==> src/rtl/sh2_regfile_mp.sv <==
// SH-2 style register file: immediate write port A, one-cycle deferred port B, NRD read ports.
// Optional DBG_REGS port exposing committed contents is enabled by defining SH_REGFILE_DBG_EN.
module sh2_regfile_mp #(
  parameter int DW   = 32,
  parameter int NREG = 17,
  parameter int NRD  = 2,
  parameter int AW   = 5
) (
  input  logic                CLK,
  input  logic                RST,
  input  logic                CE,
  input  logic                EN,
  input  logic [AW-1:0]       WA_ADDR,
  input  logic [DW-1:0]       WA_D,
  input  logic                WAE,
  input  logic [AW-1:0]       WB_ADDR,
  input  logic [DW-1:0]       WB_D,
  input  logic                WBE,
  input  logic [NRD*AW-1:0]   RD_ADDR,
  output logic [NRD*DW-1:0]   RD_Q,
  output logic [DW-1:0]       R0_Q,
  output logic                WB_PEND
`ifdef SH_REGFILE_DBG_EN
  ,output logic [NREG*DW-1:0] DBG_REGS
`endif
);

  logic [DW-1:0] regs [NREG];
  logic [AW-1:0] lb_addr;
  logic [DW-1:0] lb_d;
  logic          lb_valid;
  logic          a_commit;
  logic          b_commit;

  assign a_commit = WAE & CE & EN;
  assign b_commit = lb_valid & EN;
  assign WB_PEND  = lb_valid;

  // Per-register decode drops out-of-range addresses; port B wins a same-address collision.
  always_ff @(posedge CLK or posedge RST) begin
    if (RST) begin
      for (int i = 0; i < NREG; i++) regs[i] <= '0;
      R0_Q     <= '0;
      lb_addr  <= '0;
      lb_d     <= '0;
      lb_valid <= 1'b0;
    end else begin
      if (CE) begin
        lb_addr  <= WB_ADDR;
        lb_d     <= WB_D;
        lb_valid <= WBE;
      end else begin
        lb_valid <= 1'b0;
      end
      for (int i = 0; i < NREG; i++) begin
        if (b_commit && lb_addr == AW'(i))
          regs[i] <= lb_d;
        else if (a_commit && WA_ADDR == AW'(i))
          regs[i] <= WA_D;
      end
      if (b_commit && lb_addr == '0)
        R0_Q <= lb_d;
      else if (a_commit && WA_ADDR == '0)
        R0_Q <= WA_D;
    end
  end

  function automatic logic in_range(input logic [AW-1:0] a);
    return {1'b0, a} < (AW+1)'(NREG);
  endfunction

  // Only the latched port-B value is forwarded; in-flight port-A data is not.
  function automatic logic [DW-1:0] read_reg(input logic [AW-1:0] a);
    logic [DW-1:0] q;
    q = '0;
    if (in_range(a)) begin
      if (lb_valid && lb_addr == a) begin
        q = lb_d;
      end else begin
        for (int i = 0; i < NREG; i++)
          if (a == AW'(i)) q = regs[i];
      end
    end
    return q;
  endfunction

  for (genvar p = 0; p < NRD; p++) begin : g_rd
    assign RD_Q[p*DW +: DW] = read_reg(RD_ADDR[p*AW +: AW]);
  end

`ifdef SH_REGFILE_DBG_EN
  for (genvar r = 0; r < NREG; r++) begin : g_dbg
    assign DBG_REGS[r*DW +: DW] = regs[r];
  end
`endif

endmodule

==> config.mk <==
export PLATFORM = sky130hd
export DESIGN_NAME = sh2_regfile_mp
export DESIGN_NICKNAME = d
export VERILOG_FILES = /design/src/rtl/sh2_regfile_mp.sv
export SDC_FILE = /design/constraint.sdc
export NUM_CORES = 2
export LEC_CHECK = 0
export CAP_MARGIN = 25
export CORE_ASPECT_RATIO = 0.8
export CORE_MARGIN = 1.5
export CORE_UTILIZATION = 40
export DETAILED_ROUTE_END_ITERATION = 8
export MAX_ROUTING_LAYER = met4
export SLEW_MARGIN = 10
export SYNTH_ARGS = -nofsm -noshare
export SYNTH_HDL_FRONTEND = slang
export SYNTH_SLANG_ARGS = --single-unit
export TNS_END_PERCENT = 20
==> constraint.sdc <==
create_clock -name CLK -period 23.1 [get_ports CLK]
set_input_delay 2.31 -clock CLK [delete_from_list [all_inputs] [get_ports CLK]]
set_output_delay 2.31 -clock CLK [all_outputs]
set_load 0.03 [all_outputs]
==> flow_summary_export.csv <==
group,metric,value,unit
global_route,grt_antenna_before_repair,10,
timing,min_period,9.68,ns
detailed_routing,drt_pass1_iterations,9,
power_and_ir_drop,p_switching,1270,uW
clock_tree,clockBufferDepth,3,
synthesis,syn_area,38200,sq um
clock_tree,cts_buffers,66,
worst_setup_path,max_stage_delay,0.89,ns
floorplan,core,94700,sq um
worst_setup_path,worstSetupPathType,"in -> out",
floorplan,initial_core_util,0.403,
timing,slew_viol_final,0,
place,portBuffers,186,
worst_setup_path,slowest_stage,"nand2_1",
clock_tree,cts_tree,"yes",
detailed_routing,wire_per_inst,40.0,um
synthesis,synth_edf_count,0,
timing,max_freq,103,MHz
timing,max_slew.worst_pin.slew,1.35,ns
power_and_ir_drop,power,3460,uW
detailed_routing,drt_wl_total,224000,um
floorplan,die_height,279,um
worst_setup_path,cp-end-kind,"primary output",
synthesis,synth_cell_types,96,
cells_and_area,drive_gt1_frac,0.104,
global_route,grt_remaining_overflow,0,
worst_setup_path,timing.rr.end,"regs[257]$_DFFE_PP0P_",
worst_setup_path,cp_max_fo,30,
worst_setup_path,cp-endpoint,"RD_Q[12]",
global_route,grt_pass1_vias,36196,
clock_tree,clk_pin_slew_worst_paths,0.07,ns
detailed_routing,drt_iter0_markers,7114,
synthesis,avgSynthCellArea,8.68,sq um
job,cap_violations,0,
clock_tree,ctsRootBufferMaster,"clkbuf_16",
clock_tree,clkSinkCount,582,
worst_setup_path,start_kind,"input port",
synthesis,ys_ff_latch,582,
place,place.gp.congestion,1.14,
synthesis,synth_ff_type,"dfrtp_1",
synthesis,syn_inst,4398,
timing,setup_viol,0,
power_and_ir_drop,internal_power,2190,uW
worst_setup_path,critPathRequiredTime,20.79,ns
synthesis,ys_seq_area_frac,0.382,
clock_tree,cts_hold_buf,0,
timing,slew_headroom,0.102,
worst_setup_path,cp_data_arrival_time,7.37,ns
timing,rsz0062_at_grt,"false",
floorplan,rows,101,
timing,hold_viol,0,
detailed_routing,route.detailed.drc,0,
power_and_ir_drop,p_leak,0.0178,uW
floorplan,ios,187,
clock_tree,cts_setup_buffers,0,
cells_and_area,area_growth,12.3,%
clock_tree,htreeDepth,3,
worst_setup_path,reg2reg_depth,6,
synthesis,synthesis.nets,4488,
cells_and_area,fin_util,0.453,
worst_setup_path,critPathLaunch,"RD_ADDR[4]",
power_and_ir_drop,clkPwrFrac,0.334,
detailed_routing,vias,39623,
timing,skew,0.0218,ns
outcome,outcome,"finished clean",
global_route,grt_pass1_wl,303000,um
detailed_routing,vias_per_cell,7.09,
timing,post-route-period-util,0.419,
detailed_routing,ant_nets,0,
synthesis,synthArstFlopShare,1.00,
worst_setup_path,rrSetupSlack,19.77,ns
power_and_ir_drop,sw_frac_of_total,0.367,
global_route,grt_max_degree,131,
hold_path,hold_path_class,"reg -> reg",
clock_tree,worstSkewPairLatency,0.66,ns
power_and_ir_drop,combPwrFrac,0.209,
worst_setup_path,path_cells,"buf_2 -> buf_4 -> buf_4 -> xor2_1 -> nor4_1 -> nand3_2 -> nand2_1 -> nor3_1 -> nor3_1 -> clkdlybuf4s50_1",
cells_and_area,final_common_cell,"mux2i_1",
timing,tns,0,ns
floorplan,dieArea,97300,sq um
cells_and_area,fillCellCount,9224,
worst_setup_path,regToRegStartpoint,"WB_PEND$_DFF_PP0_",
power_and_ir_drop,pwr-share-seq,0.457,
power_and_ir_drop,ir_drop,74.9,uV
place,place_hpwl,144000,um
cells_and_area,final_cell_mix,"mux2i_1, dfrtp_1, o21ai_0",
floorplan,die_w,348,um
power_and_ir_drop,power_density,80.8,nW/um^2
global_route,track_usage,0.461,
synthesis,yosys_warnings,0,
cells_and_area,layout.nets,4369,
clock_tree,cts_resized,0,
## power groups by stage
stage	registers (uW)	logic, uW	clock network, uW
after floorplan	1380	519	0
after global placement	1570	685	0
after detailed placement	1560	701	0
after CTS	1550	701	1160
after global routing	1580	772	1200
final	1580	725	1160
## metrics by stage
stage                     std cells  instance area (sq um)  hold WS (ns)  worst slack [ns]
after floorplan                4398                  38200         0.456              4.51
after global placement         5439                  40400         0.481             13.93
after detailed placement       5442                  40400         0.492             13.81
after CTS                      5562                  42700         0.507             13.77
after global routing           5578                  42800         0.555             13.57
final                          5588                  42900         0.508             13.42
## sequential cells by signal, indices dropped and copies added (netlist names)
name	cells
lb_d	32
regs	544
WB_PEND	1
lb_addr	5
## layout make-up
type                            count  area, sq um  area share
Antenna cell                       21         52.6     0.00123
Clock buffer                       91         1930      0.0450
Multi-Input combinational cell   3269        21300       0.496
Timing Repair Buffer              337         3040      0.0710
Tap cell                         1236         1550      0.0361
Inverter                           23         93.8     0.00219
Clock inverter                     29          387     0.00902
Sequential cell                   582        14600       0.340
## metal layers
layer	GRT usage	share of wire	wire, um
met1	0.602	0.39	88000
met4	0.259	0.071	15800
met5	-	0	0
met2	0.605	0.39	87100
met3	0.172	0.15	32600
## synthesized netlist by cell type (all sizes together), types with 14 or more instances
cell    count  area share
a211oi     24      0.0047
a21oi     375       0.049
a221o      14      0.0037
a221oi     31      0.0071
a22o       26      0.0060
a22oi     109       0.022
a31oi      36      0.0059
a32oi      15      0.0034
and3       23      0.0038
buf       238       0.038
clkbuf    286       0.028
dfrtp     582        0.38
inv        22      0.0022
mux2       61       0.018
mux2i     614        0.16
nand2     523       0.052
nand2b     25      0.0041
nand3      49      0.0064
nand4      20      0.0033
nor2      362       0.038
nor2b      19      0.0031
nor3       42      0.0062
nor3b      14      0.0036
o211ai     34      0.0067
o21ai     529       0.069
o221ai     30      0.0069
o22ai      51      0.0084
## critical path: cells and delay by family
kind | cells | cell delay (ns)
and+or+nand+nor | 5 | 2.61
buffers and inverters | 4 | 2.27
xor gates and xnor gates | 1 | 0.12
## how the worst min path moves through the flow
stage                                startpoint                     to  cells past startpoint
after floorplan            regs[19]$_DFFE_PP0P_   regs[19]$_DFFE_PP0P_                      2
after global placement    regs[166]$_DFFE_PP0P_  regs[166]$_DFFE_PP0P_                      2
after detailed placement  regs[166]$_DFFE_PP0P_  regs[166]$_DFFE_PP0P_                      2
after CTS                 regs[166]$_DFFE_PP0P_  regs[166]$_DFFE_PP0P_                      2
after global routing      regs[171]$_DFFE_PP0P_  regs[171]$_DFFE_PP0P_                      2
final                     regs[166]$_DFFE_PP0P_  regs[166]$_DFFE_PP0P_                      2
## kinds of logic after synthesis
kind of cell | Yosys count | synth area share
compound gates | 1413 | 0.225
xor+xnor | 10 | 0.00230
mux | 687 | 0.186
simple gates | 1159 | 0.137
buf+inv | 547 | 0.0679
flops | 582 | 0.382
Note: power is estimated with default switching activity, not from simulation.
